===== src/rtl/exe_muldiv_pkg.sv =====
// Shared types and helpers for the EXE-stage multiply/divide unit.
package mips_pkg;

  localparam int MD_ITER = 32;

  typedef enum logic [1:0] {
    OP_MULT  = 2'b00,
    OP_MULTU = 2'b01,
    OP_DIV   = 2'b10,
    OP_DIVU  = 2'b11
  } muldiv_op_t;

  typedef enum logic [1:0] {
    MD_IDLE = 2'b00,
    MD_BUSY = 2'b01,
    MD_FIX  = 2'b10,
    MD_DONE = 2'b11
  } md_state_t;

  function automatic logic [31:0] abs32(input logic [31:0] x);
    return x[31] ? (~x + 32'd1) : x;
  endfunction

endpackage


===== src/rtl/exe_muldiv_if.sv =====
// Operand/control bundle from ID/EXE into the mul/div unit, plus its results.
interface exe_muldiv_if;
  import mips_pkg::*;

  logic        op_valid;
  muldiv_op_t  op;
  logic [31:0] rs_val;
  logic [31:0] rt_val;
  logic        stall;
  logic        done;
  logic [31:0] hi;
  logic [31:0] lo;

  modport master (
    output op_valid, op, rs_val, rt_val,
    input  stall, done, hi, lo
  );

  modport slave (
    input  op_valid, op, rs_val, rt_val,
    output stall, done, hi, lo
  );
endinterface


===== src/rtl/exe_muldiv.sv =====
// Iterative MULT/MULTU/DIV/DIVU unit: one bit per cycle on magnitudes, sign
// correction in a single FIX cycle, results held in architectural HI/LO.
module exe_muldiv
  import mips_pkg::*;
#(
  parameter int ITER = MD_ITER
) (
  input  logic         clk,
  input  logic         rst,
  exe_muldiv_if.slave  bus
);

  localparam logic [1:0] S_IDLE = MD_IDLE;
  localparam logic [1:0] S_BUSY = MD_BUSY;
  localparam logic [1:0] S_FIX  = MD_FIX;
  localparam logic [1:0] S_DONE = MD_DONE;
  localparam int         CW     = $clog2(ITER + 1);

  logic [1:0]    state_q, state_d;
  muldiv_op_t    op_q, op_d;
  logic [CW-1:0] cnt_q, cnt_d;
  logic [31:0]   opa_q, opa_d;   // multiplicand, or divisor
  logic [63:0]   acc_q, acc_d;   // product accumulator, or dividend/quotient in [31:0]
  logic [32:0]   rem_q, rem_d;
  logic          rs_neg_q, rs_neg_d;
  logic          rt_neg_q, rt_neg_d;
  logic [31:0]   hi_q, hi_d;
  logic [31:0]   lo_q, lo_d;

  logic          in_signed;
  logic [31:0]   rs_abs, rt_abs;
  logic [32:0]   mul_sum;
  logic [63:0]   mul_next;
  logic [33:0]   div_diff;
  logic          div_ge;
  logic [63:0]   prod_fix;
  logic [31:0]   quo_fix, rem_fix;

  assign in_signed = ~bus.op[0];
  assign rs_abs    = (in_signed && bus.rs_val[31]) ? abs32(bus.rs_val) : bus.rs_val;
  assign rt_abs    = (in_signed && bus.rt_val[31]) ? abs32(bus.rt_val) : bus.rt_val;

  // Shift-add: the carry out of the upper half is shifted back in at bit 63.
  assign mul_sum  = {1'b0, acc_q[63:32]} + (acc_q[0] ? {1'b0, opa_q} : 33'd0);
  assign mul_next = {mul_sum, acc_q[31:1]};

  // Restoring step: bring in the next dividend bit and try to subtract.
  assign div_diff = {rem_q, acc_q[31]} - {2'b00, opa_q};
  assign div_ge   = ~div_diff[33];

  assign prod_fix = (rs_neg_q ^ rt_neg_q) ? (~acc_q + 64'd1) : acc_q;
  assign quo_fix  = (rs_neg_q ^ rt_neg_q) ? (~acc_q[31:0] + 32'd1) : acc_q[31:0];
  assign rem_fix  = rs_neg_q ? (~rem_q[31:0] + 32'd1) : rem_q[31:0];

  always_comb begin
    state_d  = state_q;
    op_d     = op_q;
    cnt_d    = cnt_q;
    opa_d    = opa_q;
    acc_d    = acc_q;
    rem_d    = rem_q;
    rs_neg_d = rs_neg_q;
    rt_neg_d = rt_neg_q;
    hi_d     = hi_q;
    lo_d     = lo_q;

    case (state_q)
      S_IDLE: begin
        if (bus.op_valid) begin
          op_d     = bus.op;
          rs_neg_d = in_signed & bus.rs_val[31];
          rt_neg_d = in_signed & bus.rt_val[31];
          opa_d    = bus.op[1] ? rt_abs : rs_abs;
          acc_d    = {32'd0, bus.op[1] ? rs_abs : rt_abs};
          rem_d    = 33'd0;
          cnt_d    = '0;
          state_d  = S_BUSY;
        end
      end
      S_BUSY: begin
        cnt_d = cnt_q + 1'b1;
        if (op_q[1]) begin
          rem_d = div_ge ? div_diff[32:0] : {rem_q[31:0], acc_q[31]};
          acc_d = {32'd0, acc_q[30:0], div_ge};
        end else begin
          acc_d = mul_next;
        end
        if (cnt_q == CW'(ITER - 1)) state_d = S_FIX;
      end
      S_FIX: begin
        if (op_q[1]) begin
          // A zero divisor leaves rem = |dividend|, so the sign fix restores rs_val.
          hi_d = op_q[0] ? rem_q[31:0] : rem_fix;
          if (opa_q == 32'd0)
            lo_d = 32'hFFFF_FFFF;
          else
            lo_d = op_q[0] ? acc_q[31:0] : quo_fix;
        end else begin
          hi_d = op_q[0] ? acc_q[63:32] : prod_fix[63:32];
          lo_d = op_q[0] ? acc_q[31:0]  : prod_fix[31:0];
        end
        state_d = S_DONE;
      end
      default: state_d = S_IDLE;
    endcase
  end

  always_ff @(posedge clk) begin
    if (!rst) begin
      state_q  <= S_IDLE;
      op_q     <= OP_MULT;
      cnt_q    <= '0;
      opa_q    <= '0;
      acc_q    <= '0;
      rem_q    <= '0;
      rs_neg_q <= 1'b0;
      rt_neg_q <= 1'b0;
      hi_q     <= '0;
      lo_q     <= '0;
    end else begin
      state_q  <= state_d;
      op_q     <= op_d;
      cnt_q    <= cnt_d;
      opa_q    <= opa_d;
      acc_q    <= acc_d;
      rem_q    <= rem_d;
      rs_neg_q <= rs_neg_d;
      rt_neg_q <= rt_neg_d;
      hi_q     <= hi_d;
      lo_q     <= lo_d;
    end
  end

  assign bus.stall = ((state_q == S_IDLE) && bus.op_valid) ||
                     (state_q == S_BUSY) || (state_q == S_FIX);
  assign bus.done  = (state_q == S_DONE);
  assign bus.hi    = hi_q;
  assign bus.lo    = lo_q;

endmodule

===== src/flat_wrapper.sv =====
// flat-port wrapper written by rule: the top's interface ports become plain ports
module exe_muldiv_flat import mips_pkg::*;
#(
  parameter int ITER = MD_ITER
)
  (clk, rst, bus_op_valid, bus_op, bus_rs_val, bus_rt_val, bus_stall, bus_done, bus_hi, bus_lo);
  exe_muldiv_if bus_i ();
  input  logic clk;
  input  logic rst;
  input wire logic [$bits(bus_i.op_valid)-1:0] bus_op_valid;
  input wire logic [$bits(bus_i.op)-1:0] bus_op;
  input wire logic [$bits(bus_i.rs_val)-1:0] bus_rs_val;
  input wire logic [$bits(bus_i.rt_val)-1:0] bus_rt_val;
  output wire logic [$bits(bus_i.stall)-1:0] bus_stall;
  output wire logic [$bits(bus_i.done)-1:0] bus_done;
  output wire logic [$bits(bus_i.hi)-1:0] bus_hi;
  output wire logic [$bits(bus_i.lo)-1:0] bus_lo;
  assign bus_i.op_valid = bus_op_valid;
  assign bus_i.op = bus_op;
  assign bus_i.rs_val = bus_rs_val;
  assign bus_i.rt_val = bus_rt_val;
  assign bus_stall = bus_i.stall;
  assign bus_done = bus_i.done;
  assign bus_hi = bus_i.hi;
  assign bus_lo = bus_i.lo;
  exe_muldiv #(.ITER(ITER)) u_core (.clk(clk), .rst(rst), .bus(bus_i));
endmodule

===== config.mk =====
export PLATFORM = sky130hd
export DESIGN_NAME = exe_muldiv_flat
export DESIGN_NICKNAME = d
export VERILOG_FILES = /design/src/rtl/exe_muldiv_pkg.sv /design/src/rtl/exe_muldiv_if.sv /design/src/rtl/exe_muldiv.sv /design/src/flat_wrapper.sv
export SDC_FILE = /design/constraint.sdc
export NUM_CORES = 1
export LEC_CHECK = 0
export CAP_MARGIN = 20
export CORE_ASPECT_RATIO = 1.2
export CORE_MARGIN = 2
export CORE_UTILIZATION = 30
export CTS_CLUSTER_DIAMETER = 120
export DETAILED_ROUTE_END_ITERATION = 7
export GPL_TIMING_DRIVEN = 0
export PLACE_DENSITY_LB_ADDON = 0.15
export RECOVER_POWER = 50
export SLEW_MARGIN = 20
export SYNTH_ARGS = -nofsm -noshare
export SYNTH_HDL_FRONTEND = slang
export SYNTH_SLANG_ARGS = --single-unit

===== constraint.sdc =====
create_clock -name clk -period 4.9 [get_ports clk]
set_input_delay 0.98 -clock clk [delete_from_list [all_inputs] [get_ports clk]]
set_output_delay 0.98 -clock clk [all_outputs]
set_load 0.01 [all_outputs]

# ---- Yosys cells after proc, flatten, opt, wreduce, memory -nomap -nowiden
# Index checks and enable logic that the tools add are counted.
dict set report word_totals {
  n_memories 0
  mem_bits_ro 0
  latch_bits 0
  mem_bits_rw 0
  reg_bits 205
  input_bits 69
  wordCells 76
  out_inout_bits 66
}
dict set report op_classes {
  order_cmp 0
  mul 0
  n_eq_ne 7
  bitwise 10
  n_mux 29
  n_shift 0
  n_div 0
  n_reduce_logical 12
  addsub 8
}
# operator count
set op_table {}
lappend op_table {{two-way mux 32 bit} 16}
lappend op_table {{two-way mux 64 bit} 3}
lappend op_table {{adder 32 x 1 -> 32 bit (second input constant)} 4}
lappend op_table {{NOT 32 bit} 4}
lappend op_table {{case mux 64 bit (2 select lines)} 1}
lappend op_table {{two-way mux 33 bit} 3}
lappend op_table {{case mux 33 bit (2 select lines)} 1}
lappend op_table {{adder 64 x 1 -> 64 bit (second input constant)} 1}
lappend op_table {{NOT 64 bit} 1}
lappend op_table {{subtractor 34 x 32 -> 34 bit} 1}
lappend op_table {{adder 32 x 33 -> 33 bit} 1}
lappend op_table {{logical NOT 32 bit} 1}
lappend op_table {{case mux 6 bit (2 select lines)} 1}
lappend op_table {{adder 6 x 1 -> 6 bit (second input constant)} 1}
lappend op_table {{== test 6 x 5 -> 1 bit (second input constant)} 1}
lappend op_table {{two-way mux 6 bit} 1}
lappend op_table {{case mux 2 bit (3 select lines)} 1}
lappend op_table {{AND reduction 2 bit} 3}
lappend op_table {{== test 2 bit (second input constant)} 2}
lappend op_table {{two-way mux 2 bit} 2}
lappend op_table {{inequality test 2 x 1 -> 1 bit (second input constant)} 2}
lappend op_table {{logical AND 1 bit} 3}
lappend op_table {{AND reduction 3 bit} 1}
lappend op_table {{bitwise AND 1 bit} 2}
lappend op_table {{7 further kinds} 9}

# ---- Longest topological paths before layout
# Gate-level depths: netlist of run 1.
dict set report depth {
  depth_word 7
  ltp_mapped 14
  ltp_nobuf 13
}

# ---- Worst setup path before layout of run 1
# No wires, ideal clock.
dict set report synth_path {
  path_type {in2reg}
  from {input bus_rs_val[1]}
  to {register u_core.acc_q[29]}
  t_arrival_ns 3.123
  path_buffers 0
  path_slack_ns 1.658
  cell_stages 9
  setup_ns 0.120
  required_ns 4.780
  cell_sequence {or4_1 -> nand2b_1 -> or3_1 -> nor2b_1 -> nand2_1 -> o31ai_1 -> xor2_1 -> mux2i_1 -> o31a_1}
}
dict set report synth_between {
  elab_chain_cells 7
}
# item line
set synth_rtl {}
lappend synth_rtl {{start: declaration} flat_wrapper.sv:12} ;# input wire logic [$bits(bus_i.rs_val)-1:0] bus_rs_val;
lappend synth_rtl {{NOT 32 bit} exe_muldiv_pkg.sv:21} ;# return x[31] ? (~x + 32'd1) : x;
lappend synth_rtl {{adder 32 x 1 -> 32 bit} exe_muldiv_pkg.sv:21}
lappend synth_rtl {{two-way mux 32 bit} exe_muldiv_pkg.sv:21}
lappend synth_rtl {{two-way mux 32 bit} exe_muldiv.sv:40} ;# assign rs_abs = (in_signed && bus.rs_val[31]) ? abs32(bus.rs_val) : bus.rs_val;
lappend synth_rtl {{two-way mux 32 bit} exe_muldiv.sv:74} ;# acc_d = {32'd0, bus.op[1] ? rs_abs : rt_abs};
lappend synth_rtl {{two-way mux 64 bit} exe_muldiv.sv:69} ;# if (bus.op_valid) begin
lappend synth_rtl {{case mux 64 bit (2 select lines)} exe_muldiv.sv:67} ;# case (state_q)
lappend synth_rtl {{end signal: assignment} exe_muldiv.sv:114} ;# acc_q <= '0;
lappend synth_rtl {{end signal: assignment} exe_muldiv.sv:125} ;# acc_q <= acc_d;
lappend synth_rtl {{end: declaration} exe_muldiv.sv:23} ;# logic [63:0] acc_q, acc_d;
# Every way passes these cells. The select of a mux whose other input is x is not followed.
# A chain may end at the register's enable or synchronous reset.

# ---- Worst setup path after layout of run 1
dict set report layout_path {
  from {register u_core.acc_q[0]}
  to {register u_core.acc_q[63]}
}
dict set report layout_between {
  elab_chain_cells 4
}
# item line
set layout_rtl {}
lappend layout_rtl {{two-way mux 32 bit} exe_muldiv.sv:44} ;# assign mul_sum = {1'b0, acc_q[63:32]} + (acc_q[0] ? {1'b0, opa_q} : 33'd0);
lappend layout_rtl {{adder 32 x 33 -> 33 bit} exe_muldiv.sv:44}
lappend layout_rtl {{two-way mux 64 bit} exe_muldiv.sv:82} ;# if (op_q[1]) begin
lappend layout_rtl {{case mux 64 bit (2 select lines)} exe_muldiv.sv:67}
# Every way passes these cells.

==> impl_metrics.py, run 1 <==
metrics = {
    "place": {
        "place_hpwl_mm": 54.1,
        "number_of_buffers_added_on_ports": 132,
        "gp_congestion": 0.938,
    },
    "synth": {
        "netlist_area_sq_mm": 0.0156,
        "edff_count_synth": 0,
        "synth_nets": 2255,
        "ys_ff_latch": 205,
        "async_reset_ff_frac": 0,
        "synthFlopType": "sky130_fd_sc_hd__dfxtp_1",
        "synth.lib_cells_used.distinct": 76,
        "yosys_warnings": 0,
        "ys_seq_area_frac": 0.263,
        "syn_avg_cell_area_sq_um": 7.39,
        "netlist_instances": 2111,
    },
    "timing": {
        "fin_crit_ps": 4260,
        "totalNegativeSetupSlack_ps": 0,
        "maxSlewHeadroom": 0.0108,
        "maxClockFrequency_mhz": 235,
        "period_share": 0.869,
        "timing.final.setup_violations": 0,
        "timing_worst_slew_pin_value_ps": 1470,
        "grt_setup_unrepaired": "no",
        "final_hold_viol_count": 0,
        "fin_skew_ps": 31.7,
        "timing_max_transition_violations_final": 0,
    },
    "global_routing": {
        "grt_util_all_layers": 0.245,
        "grt_pass1_vias": 16000,
        "antenna_found_initial": 0,
        "global_route_wire_length_before_repair_mm": 99.4,
        "pin_count_of_the_biggest_net_entering_global_routing": 14,
        "overflow": 0,
    },
    "cts": {
        "ctsHtreeMaxLevel": 1,
        "cts_repair_resized_insts": 0,
        "holdBufCountCts": 0,
        "clkLatencyLatePin_ps": 580,
        "tritoncts": "done",
        "clkSinkCount": 205,
        "clock-root-buffer": "sky130_fd_sc_hd__clkbuf_16",
        "cts_setup_buffers": 0,
        "clock_tree.buffer_depth": 3,
        "clk_pin_slew_ps": 60,
        "numCtsBuffers": 26,
    },
    "setup_path": {
        "timing_worst_setup_path_type": "flop to flop",
        "worst_setup_path_start_kind": "flop",
        "end_kind": "flop",
        "r2r_setup_slack_ps": 640,
        "crit_path_end": "u_core.acc_q[63]$_SDFFE_PN0P_",
        "critical_path_required_ps": 5370,
        "worst_ep_arrival_time_ps": 4730,
        "worstReg2RegEnd": "u_core.acc_q[63]$_SDFFE_PN0P_",
        "critPathMaxFanout": 10,
        "startpoint": "u_core.acc_q[0]$_SDFFE_PN0P_",
        "crit-reg2reg-launch": "u_core.acc_q[0]$_SDFFE_PN0P_",
        "worst_r2r_path_depth": 13,
    },
    "die": {
        "core-area_sq_mm": 0.0514,
        "floorplan.initialDensity": 0.304,
        "die_w_um": 212,
        "std_cell_rows": 91,
        "die_y_um": 254,
        "fp.dieArea_sq_mm": 0.0539,
        "pin_count": 135,
    },
    "routing": {
        "routed_wire_per_std_cell_um": 22.4,
        "vias": 16400,
        "viasPerCell": 5.50,
        "drc_errors": 0,
        "first_pass_iters": 5,
        "totalWireLength_mm": 66.8,
        "drt_first_iter_violations": 1106,
        "drtAntennaViolNets": 0,
    },
    "cells_and_area": {
        "n_antenna_cell": 0,
        "final_core_utilization": 0.363,
        "design.final.nets": 2415,
        "flow.area_growth_from_synthesis_pct": 19.3,
        "drive_above_1_share": 0.0384,
        "nFillCells": 5481,
    },
    "run_status": {
        "failed_checks": "capacitance limit",
        "outcome": "finished, violations left",
    },
    "power_and_ir_drop": {
        "power.static_leakage_nw": 7.17,
        "highest_ir_drop_seen_on_vdd_v": 0.000277,
        "power-per-cell-area_mw_per_mm2": 436,
    },
    "run": {
        "maxCapViolCount": 1,
    },
    "min_path": {
        "hold_path.class": "flop to flop",
    },
}
synth_stat cells (10+ instances only):
cell,count,area share
sky130_fd_sc_hd__nand2_1,216,0.052
sky130_fd_sc_hd__dfxtp_1,205,0.26
sky130_fd_sc_hd__o21ai_0,203,0.065
sky130_fd_sc_hd__nor2_1,197,0.047
sky130_fd_sc_hd__a21oi_1,179,0.057
sky130_fd_sc_hd__clkbuf_1,121,0.029
sky130_fd_sc_hd__xnor2_1,114,0.064
sky130_fd_sc_hd__nand3_1,98,0.031
sky130_fd_sc_hd__xor2_1,90,0.051
sky130_fd_sc_hd__ha_1,73,0.059
sky130_fd_sc_hd__inv_1,68,0.016
sky130_fd_sc_hd__a211oi_1,44,0.021
sky130_fd_sc_hd__nor3_1,43,0.014
sky130_fd_sc_hd__o31ai_1,35,0.017
sky130_fd_sc_hd__nand2b_1,29,0.012
sky130_fd_sc_hd__or3_1,27,0.011
sky130_fd_sc_hd__a21o_1,26,0.013
sky130_fd_sc_hd__mux2i_1,26,0.017
sky130_fd_sc_hd__mux2_2,23,0.017
sky130_fd_sc_hd__a31oi_1,22,0.0088
sky130_fd_sc_hd__nor4_1,21,0.0084
sky130_fd_sc_hd__o211ai_1,20,0.0096
sky130_fd_sc_hd__a22oi_1,16,0.0077
sky130_fd_sc_hd__o41ai_1,16,0.0090
sky130_fd_sc_hd__and2_1,12,0.0048
sky130_fd_sc_hd__nor2b_1,12,0.0048
sky130_fd_sc_hd__a32oi_1,11,0.0062
sky130_fd_sc_hd__a221oi_1,10,0.0056
sky130_fd_sc_hd__nand4_1,10,0.0040
layout by cell type, fill, tap and decap left out, drive strengths merged, types with 10 or more instances in the layout:
master	synthesis	layout
nand2	217	217
o21ai	211	211
dfxtp	205	205
nor2	198	198
a21oi	179	179
clkbuf	121	164
xnor2	114	114
nand3	98	98
xor2	90	90
ha	73	73
inv	68	68
dlygate4sd3	0	67
clkdlybuf4s50	0	65
a211oi	44	44
nor3	43	43
o31ai	35	35
nand2b	29	29
or3	27	27
mux2i	26	26
a21o	26	26
nor4	25	25
mux2	23	23
a31oi	22	22
o211ai	20	20
o41ai	16	16
a22oi	16	16
and2	13	13
nor2b	12	12
nand4	11	11
a32oi	11	11
a221oi	10	10
buf	15	10
kinds of logic (layout without fill, tap and decap cells):
| kind of cell | Yosys count | count (layout) | share of synthesized area |
|---|---|---|---|
| flops | 205 | 205 | 0.263 |
| buf+inv | 205 | 384 | 0.0512 |
| xor+xnor | 204 | 204 | 0.114 |
| simple gates | 714 | 714 | 0.217 |
| compound gates | 659 | 659 | 0.260 |
| mux | 49 | 49 | 0.0333 |
| fa+ha+maj | 75 | 75 | 0.0611 |
final cells by class:
type	count	area, sq um	area share
Buffer	136	538	0.0289
Sequential cell	205	4100	0.220
Clock inverter	9	87.6	0.00470
Inverter	69	259	0.0139
Tap cell	697	872	0.0468
Multi-Input combinational cell	1701	10700	0.574
Timing Repair Buffer	132	1320	0.0709
Clock buffer	38	756	0.0406
flip-flops by register name (all words and copies together), names as in the netlist:
register and cells:
u_core.bus.lo 32, u_core.acc_q 64, u_core.state_q 2, u_core.cnt_q 6, u_core.rem_q 33, u_core.opa_q 32, u_core.rs_neg_q 1, u_core.bus.hi 32
u_core.op_q 2, u_core.rt_neg_q 1
routing by layer:
metal | wire, um | vias to the layer above | track usage | part of all wire
met5 | 0 | - | 0 | 0
met4 | 3900 | 0 | 0.130 | 0.058
met3 | 3250 | 126 | 0.0236 | 0.049
met2 | 32200 | 538 | 0.426 | 0.48
met1 | 27500 | 7848 | 0.297 | 0.41
li1 | - | 7910 | - | -
how the worst min path moves through the flow:
stage / start / endpoint / slack, ps / cells past startpoint
floorplan: u_core.opa_q[2]$_SDFFE_PN0P_ / u_core.opa_q[2]$_SDFFE_PN0P_ / 440 / 2
global placement: u_core.bus.hi[3]$_SDFFE_PN0P_ / u_core.bus.hi[3]$_SDFFE_PN0P_ / 430 / 2
detailed placement: u_core.bus.hi[10]$_SDFFE_PN0P_ / u_core.bus.hi[10]$_SDFFE_PN0P_ / 440 / 2
CTS: u_core.bus.hi[10]$_SDFFE_PN0P_ / u_core.bus.hi[10]$_SDFFE_PN0P_ / 450 / 2
global route: u_core.bus.hi[10]$_SDFFE_PN0P_ / u_core.bus.hi[10]$_SDFFE_PN0P_ / 450 / 2
finish: u_core.bus.hi[3]$_SDFFE_PN0P_ / u_core.bus.hi[3]$_SDFFE_PN0P_ / 440 / 2
critical path, stage by stage, from the launching register on:
cell                       delay, ps
sky130_fd_sc_hd__dfxtp_1         520
sky130_fd_sc_hd__inv_1           230
sky130_fd_sc_hd__clkbuf_1        300
sky130_fd_sc_hd__nor2_1          370
sky130_fd_sc_hd__ha_1            370
sky130_fd_sc_hd__a21o_1          190
sky130_fd_sc_hd__or3_1           300
sky130_fd_sc_hd__o21ai_0         400
sky130_fd_sc_hd__nand4_1         220
sky130_fd_sc_hd__a221oi_1        530
sky130_fd_sc_hd__nand2b_1        110
sky130_fd_sc_hd__a21oi_1         250
sky130_fd_sc_hd__o21ai_0         140
sky130_fd_sc_hd__a22o_1          210
report_power, final:
| part | leakage, nW | internal, mW | switching [mW] |
|---|---|---|---|
| Combinational | 5.08 | 1.31 | 2.56 |
| Sequential | 1.67 | 1.97 | 0.356 |
| Clock | 0.415 | 1.12 | 0.808 |
metrics by stage:
step	instances	hold slack, ps	worst slack [ps]	total power [mW]	instance area [sq um]
after CTS	2987	446	429	8.21	18600
final	2987	437	644	8.12	18600
after detailed placement	2940	439	427	6.24	17800
after floorplan	2111	440	1660	4.64	15600
after global placement	2940	431	476	6.24	17800
after global routing	2987	453	301	8.58	18600
(Power assumes the default switching activity.)
==> run 2: changes to the inputs <==
CAP_MARGIN = unset   (was 20)
REMOVE_ABC_BUFFERS = 1   (was unset)
==> run 2 against run 1 <==
  * The flow finishes with violations (capacitance limit, slew limit)
  * Clock power down 4%
  * Critical endpoint is now bus_stall
  * Critical path type is now input port to output port
  * Power is 5.0% lower
  * Setup slack worse by 190 ps
  * Flip-flop and latch count unchanged
  * Clock skew is 3.9 ps lower
  * Largest power group unchanged
==> impl_metrics.py, run 2 (synthesis gave the netlist of run 1 again) <==
metrics = {
    "global_routing": {
        "overflow": 0,
        "grt_pass1_vias": 14700,
        "grt_util_all_layers": 0.201,
        "global_route_wire_length_before_repair_mm": 85.2,
        "pin_count_of_the_biggest_net_entering_global_routing": 81,
        "antenna_found_initial": 0,
    },
    "die": {
        "core-area_sq_mm": 0.0514,
        "floorplan.initialDensity": 0.304,
        "die_y_um": 254,
        "fp.dieArea_sq_mm": 0.0539,
        "pin_count": 135,
        "die_w_um": 212,
        "std_cell_rows": 91,
    },
    "timing": {
        "timing_worst_slew_pin_value_ps": 1880,
        "timing.final.setup_violations": 0,
        "maxSlewHeadroom": -0.257,
        "final_hold_viol_count": 0,
        "timing_max_transition_violations_final": 204,
        "maxClockFrequency_mhz": 225,
        "period_share": 0.908,
        "fin_skew_ps": 27.8,
        "layout_setup_ws_ps": 450,
        "fin_crit_ps": 4450,
        "grt_setup_unrepaired": "no",
    },
    "cts": {
        "clkLatencyLatePin_ps": 560,
        "holdBufCountCts": 0,
        "clkSinkCount": 205,
        "clock-root-buffer": "sky130_fd_sc_hd__clkbuf_16",
        "cts_setup_buffers": 0,
        "ctsHtreeMaxLevel": 1,
        "cts_repair_resized_insts": 0,
        "clk_pin_slew_ps": 60,
        "tritoncts": "done",
        "numCtsBuffers": 25,
        "clock_tree.buffer_depth": 3,
    },
    "place": {
        "number_of_buffers_added_on_ports": 134,
        "place_hpwl_mm": 42.3,
        "place_ws_ps": 395,
        "gp_congestion": 0.883,
        "placed_cells": 2819,
    },
    "cells_and_area": {
        "max_reg_flops": 64,
        "most_common_library_cell_in_the_layout_ignoring_fill_and_taps": "sky130_fd_sc_hd__nand2_1",
        "n_antenna_cell": 0,
        "nFillCells": 5428,
        "design.final.nets": 2293,
        "drive_above_1_share": 0.0517,
        "biggestRegsByFlops": "u_core.acc_q: 64 flops, u_core.rem_q: 33 flops",
        "most-common-layout-cells": "sky130_fd_sc_hd__nand2_1 (215), sky130_fd_sc_hd__dfxtp_1 (205), sky130_fd_sc_hd__o21ai_0 (203)",
        "flow.area_growth_from_synthesis_pct": 18.1,
        "stdcell_count": 2865,
        "max_flop_register": "u_core.acc_q",
    },
    "setup_path": {
        "worst_setup_path_start_kind": "input port",
        "critical_path_required_ps": 3920,
        "worstReg2RegEnd": "u_core.rem_q[0]$_SDFFE_PN0P_",
        "worst_r2r_path_depth": 12,
        "critPathMaxFanout": 28,
        "end_kind": "output port",
        "timing_worst_setup_path_type": "input port to output port",
        "crit-reg2reg-launch": "u_core.rem_q[5]$_SDFFE_PN0P_",
        "r2r_setup_slack_ps": 630,
        "worst_ep_arrival_time_ps": 3470,
    },
    "run": {
        "maxCapViolCount": 5,
    },
    "routing": {
        "vias": 15200,
        "first_pass_iters": 5,
        "drc_errors": 0,
        "drtAntennaViolNets": 0,
        "routed_wire_per_std_cell_um": 19.1,
        "totalWireLength_mm": 54.8,
        "viasPerCell": 5.30,
        "drt_first_iter_violations": 897,
    },
    "run_status": {
        "failed_checks": "capacitance limit, slew limit",
        "outcome": "finished, violations left",
    },
    "min_path": {
        "hold_path.class": "flop to flop",
        "timing.hold.worst_endpoint": "u_core.bus.hi[4]$_SDFFE_PN0P_",
        "hold_depth": 2,
        "worst_hold_startpoint": "u_core.bus.hi[4]$_SDFFE_PN0P_",
    },
    "power_and_ir_drop": {
        "highest_ir_drop_seen_on_vdd_v": 0.000252,
        "power-per-cell-area_mw_per_mm2": 419,
        "power.static_leakage_nw": 7.11,
    },
}
run 2: changes by cell type in the layout (fill, tap and decap cells not counted), moves of 3 or more:
cell / change
sky130_fd_sc_hd__buf_16: +6
sky130_fd_sc_hd__nor2b_1: -4
sky130_fd_sc_hd__buf_2: -4
sky130_fd_sc_hd__buf_1: -3
sky130_fd_sc_hd__nor2b_2: +3
sky130_fd_sc_hd__clkbuf_1: -123
sky130_fd_sc_hd__nor2_1: -3
run 2: power by group:
part | switching, mW | leakage (nW) | internal [mW]
registers | 0.393 | 1.67 | 1.97
clock network | 0.787 | 0.391 | 1.06
logic | 2.16 | 5.05 | 1.35
run 2: layout make-up:
class / count / area, sq um / share of cell area
Timing Repair Buffer: 147 / 1590 / 0.0864
Tap cell: 697 / 872 / 0.0473
Clock inverter: 5 / 31.3 / 0.00170
Multi-Input combinational cell: 1701 / 10800 / 0.586
Inverter: 69 / 262 / 0.0142
Clock buffer: 41 / 766 / 0.0416
Sequential cell: 205 / 4100 / 0.223
run 2: metal layers:
| metal | wire (um) | up-vias | share of wire | GRT usage |
|---|---|---|---|---|
| li1 | - | 7678 | - | - |
| met1 | 24300 | 7161 | 0.44 | 0.252 |
| met2 | 27700 | 290 | 0.50 | 0.369 |
| met3 | 1720 | 62 | 0.031 | 0.0178 |
| met4 | 1160 | 0 | 0.021 | 0.0493 |
| met5 | 0 | - | 0 | 0 |
run 2: how the worst max path moves through the flow:
stage,from,to
global placement,rst,u_core.rem_q[32]$_SDFFE_PN0P_
global route,bus_op_valid,bus_stall
detailed placement,bus_rt_val[8],u_core.acc_q[27]$_SDFFE_PN0P_
finish,bus_op_valid,bus_stall
CTS,u_core.rem_q[5]$_SDFFE_PN0P_,u_core.rem_q[0]$_SDFFE_PN0P_
floorplan,u_core.state_q[1]$_SDFFE_PN0P_,u_core.rem_q[21]$_SDFFE_PN0P_
run 2: worst max-delay path: stages:
cell and delay [ps]:
sky130_fd_sc_hd__clkdlybuf4s50_1 500, sky130_fd_sc_hd__and2_0 1210, sky130_fd_sc_hd__or3_1 240, sky130_fd_sc_hd__clkdlybuf4s50_1 540
run 2: per-stage QoR:
step                      area [sq um]  utilization  hold slack (ps)  total power [mW]  setup TNS [ps]
final                            18400        0.359              439              7.72               0
after global routing             18400        0.359              459              8.23               0
after CTS                        18500        0.360              446              7.87               0
after detailed placement         17700        0.344              438              5.98               0
after global placement           17300        0.336              433              5.82         -510240
after floorplan                  15100            -              440              4.51            -264
==> run 3: changes to the inputs <==
CORE_ASPECT_RATIO = 2   (was 1.2)
CTS_CLUSTER_DIAMETER = unset   (was 120)
==> run 3 against run 2 <==
  * The flow still finishes with violations (capacitance limit, slew limit)
  * Critical path type is now flop to flop
  * Flip-flop and latch count did not move
  * Sequential power barely moved
  * Critical path depth rose by 2
  * Largest power group unchanged
  * Utilization fell by 0.14 points
  * Routed wire length rose by 6.0%
  * Register-to-register slack got worse by 240 ps
  * Die area rose by 0.19%
  * Clock power fell by 4%
  * Sequential share of layout area barely moved
  * Non-clock buffer count rose by 6
  * Via count rose by 1.5%
  * Largest cell class unchanged
==> impl_metrics.py, run 3 (synthesis gave the netlist of run 1 again) <==
metrics = {
    "setup_path": {
        "critical_path_depth": 6,
        "worstReg2RegEnd": "u_core.bus.lo[0]$_SDFFE_PN0P_",
        "worst-path-buf-inv": 2,
        "worst_setup_path_start_kind": "flop",
        "critical_path.top_delay_family": "flip-flops",
        "critPathMaxFanout": 53,
        "timing_worst_setup_path_type": "flop to flop",
        "slowest_delay_ps": 1620,
        "critical_path.cell_chain": "buf_2 -> nor4b_1 -> nand4_1 -> o31a_2 -> buf_12 -> a21oi_1",
        "worst_ep_arrival_time_ps": 4980,
        "end_kind": "flop",
        "r2r_setup_slack_ps": 390,
        "critical_path_required_ps": 5380,
        "timing.critical_path.slowest_stage_cell": "sky130_fd_sc_hd__dfxtp_1",
        "worst_r2r_path_depth": 6,
        "crit-reg2reg-launch": "u_core.op_q[1]$_SDFFE_PN0P_",
    },
    "cts": {
        "clock_tree.buffer_depth": 3,
        "clk_pin_slew_ps": 70,
        "holdBufCountCts": 0,
        "clock-root-buffer": "sky130_fd_sc_hd__clkbuf_16",
        "numCtsBuffers": 23,
        "clkLatencyLatePin_ps": 550,
        "ctsHtreeMaxLevel": 1,
        "cts_repair_resized_insts": 0,
        "clkSinkCount": 205,
        "cts_setup_buffers": 0,
        "tritoncts": "done",
    },
    "die": {
        "die_w_um": 165,
        "pin_count": 135,
        "floorplan.initialDensity": 0.303,
        "fp.dieArea_sq_mm": 0.0540,
        "std_cell_rows": 118,
        "core-area_sq_mm": 0.0515,
        "die_y_um": 327,
    },
    "cells_and_area": {
        "design.final.nets": 2297,
        "max_reg_flops": 64,
        "nFillCells": 5400,
        "max_flop_register": "u_core.acc_q",
        "drive_above_1_share": 0.0531,
        "most-common-layout-cells": "sky130_fd_sc_hd__nand2_1 (216), sky130_fd_sc_hd__dfxtp_1 (205), sky130_fd_sc_hd__o21ai_0 (203)",
        "n_antenna_cell": 0,
        "biggestRegsByFlops": "u_core.acc_q: 64 flops, u_core.rem_q: 33 flops",
        "sequential_area_sq_mm": 0.00410,
        "stdcell_count": 2827,
        "most_common_library_cell_in_the_layout_ignoring_fill_and_taps": "sky130_fd_sc_hd__nand2_1",
        "multiInputGateArea_sq_mm": 0.0108,
        "flow.area_growth_from_synthesis_pct": 18.0,
    },
    "place": {
        "gp_congestion": 0.923,
        "place_ws_ps": 266,
        "number_of_buffers_added_on_ports": 134,
        "placed_cells": 2788,
        "place_hpwl_mm": 45.9,
    },
    "min_path": {
        "timing.hold.worst_endpoint": "u_core.bus.hi[18]$_SDFFE_PN0P_",
        "hold_path.class": "flop to flop",
        "hold_depth": 2,
        "worst_hold_startpoint": "u_core.bus.hi[18]$_SDFFE_PN0P_",
    },
    "timing": {
        "period_share": 0.920,
        "maxClockFrequency_mhz": 222,
        "maxSlewHeadroom": -0.292,
        "grt_setup_unrepaired": "no",
        "fin_skew_ps": 17.5,
        "fin_crit_ps": 4510,
        "layout_setup_ws_ps": 394,
        "timing_worst_slew_pin_value_ps": 1940,
        "timing.final.setup_violations": 0,
        "final_hold_viol_count": 0,
        "timing_max_transition_violations_final": 72,
    },
    "global_routing": {
        "pin_count_of_the_biggest_net_entering_global_routing": 79,
        "overflow": 0,
        "antenna_found_initial": 0,
        "global_route_wire_length_before_repair_mm": 89.1,
        "grt_pass1_vias": 15400,
        "grt_util_all_layers": 0.215,
    },
    "power_and_ir_drop": {
        "internal_power_mw": 4.37,
        "net_switching_power_mw": 3.41,
        "power-per-cell-area_mw_per_mm2": 422,
        "pwr-share-clk": 0.229,
        "power_switching_share": 0.438,
        "highest_ir_drop_seen_on_vdd_v": 0.000261,
        "power.static_leakage_nw": 7.13,
        "p_comb_frac": 0.465,
        "power.share.sequential": 0.306,
    },
    "routing": {
        "drc_errors": 0,
        "totalWireLength_mm": 58.1,
        "drtAntennaViolNets": 0,
        "vias": 15400,
        "routed_wire_per_std_cell_um": 20.6,
        "drt_first_iter_violations": 722,
        "first_pass_iters": 6,
        "viasPerCell": 5.45,
    },
    "run": {
        "maxCapViolCount": 2,
    },
    "run_status": {
        "failed_checks": "capacitance limit, slew limit",
        "outcome": "finished, violations left",
    },
}
## run 3: cell count changes in the layout (fill, tap and decap cells not counted), moves of 2 or more
cell / delta
sky130_fd_sc_hd__clkdlybuf4s50_1: +2
sky130_fd_sc_hd__buf_12: +3
sky130_fd_sc_hd__clkbuf_8: -2
sky130_fd_sc_hd__dlygate4sd3_1: -2
sky130_fd_sc_hd__clkbuf_1: -3
sky130_fd_sc_hd__clkbuf_16: -2
sky130_fd_sc_hd__buf_6: +2
## run 3: how the worst max path moves through the flow
stage / start / end
2_1_floorplan: u_core.state_q[1]$_SDFFE_PN0P_ / u_core.rem_q[21]$_SDFFE_PN0P_
3_3_place_gp: rst / u_core.rem_q[32]$_SDFFE_PN0P_
3_5_place_dp: bus_rt_val[10] / u_core.opa_q[27]$_SDFFE_PN0P_
4_1_cts: u_core.acc_q[31]$_SDFFE_PN0P_ / u_core.rem_q[0]$_SDFFE_PN0P_
5_1_grt: u_core.op_q[1]$_SDFFE_PN0P_ / u_core.bus.lo[22]$_SDFFE_PN0P_
6_report: u_core.op_q[1]$_SDFFE_PN0P_ / u_core.bus.lo[0]$_SDFFE_PN0P_
## run 3: final cells by class
type                    instances  area share
multi-input cells            1701       0.586
flip-flops and latches        205       0.223
repair buffers                153      0.0924
well taps                     660      0.0448
clock buffers                  34      0.0368
inverters                      69      0.0141
clock inverters                 5     0.00292
## run 3: power groups by stage
stage               Clock, mW  Sequential, mW  Combinational (mW)
floorplan                   0            2.34                2.17
CTS                      1.83            2.38                3.71
detailed placement          0            2.41                3.69
finish                   1.78            2.38                3.62
global placement            0            2.43                3.48
global route             1.88            2.42                3.98
## run 3: per-layer routing
metal | up-vias | track usage | share of wire
met5 | - | 0 | 0
met4 | 0 | 0.103 | 0.049
met3 | 122 | 0.0175 | 0.034
met2 | 390 | 0.425 | 0.56
met1 | 7231 | 0.219 | 0.36
li1 | 7669 | - | -
## run 3: stage by stage
stage                     instance area [sq um]  utilization  TNS (ps)  total power [mW]  hold WS, ps
after floorplan                           15100            -      -264              4.51          440
after global placement                    17200        0.334   -557450              5.91          429
after detailed placement                  17700        0.344         0              6.10          436
after CTS                                 18500        0.358         0              7.92          447
after global routing                      18400        0.357         0              8.28          464
final                                     18400        0.357         0              7.77          438
## run 3: worst min-delay path: stages (launching register included)
cell and delay, ps:
sky130_fd_sc_hd__dfxtp_1 310, sky130_fd_sc_hd__nand2_1 50, sky130_fd_sc_hd__nand2_1 40
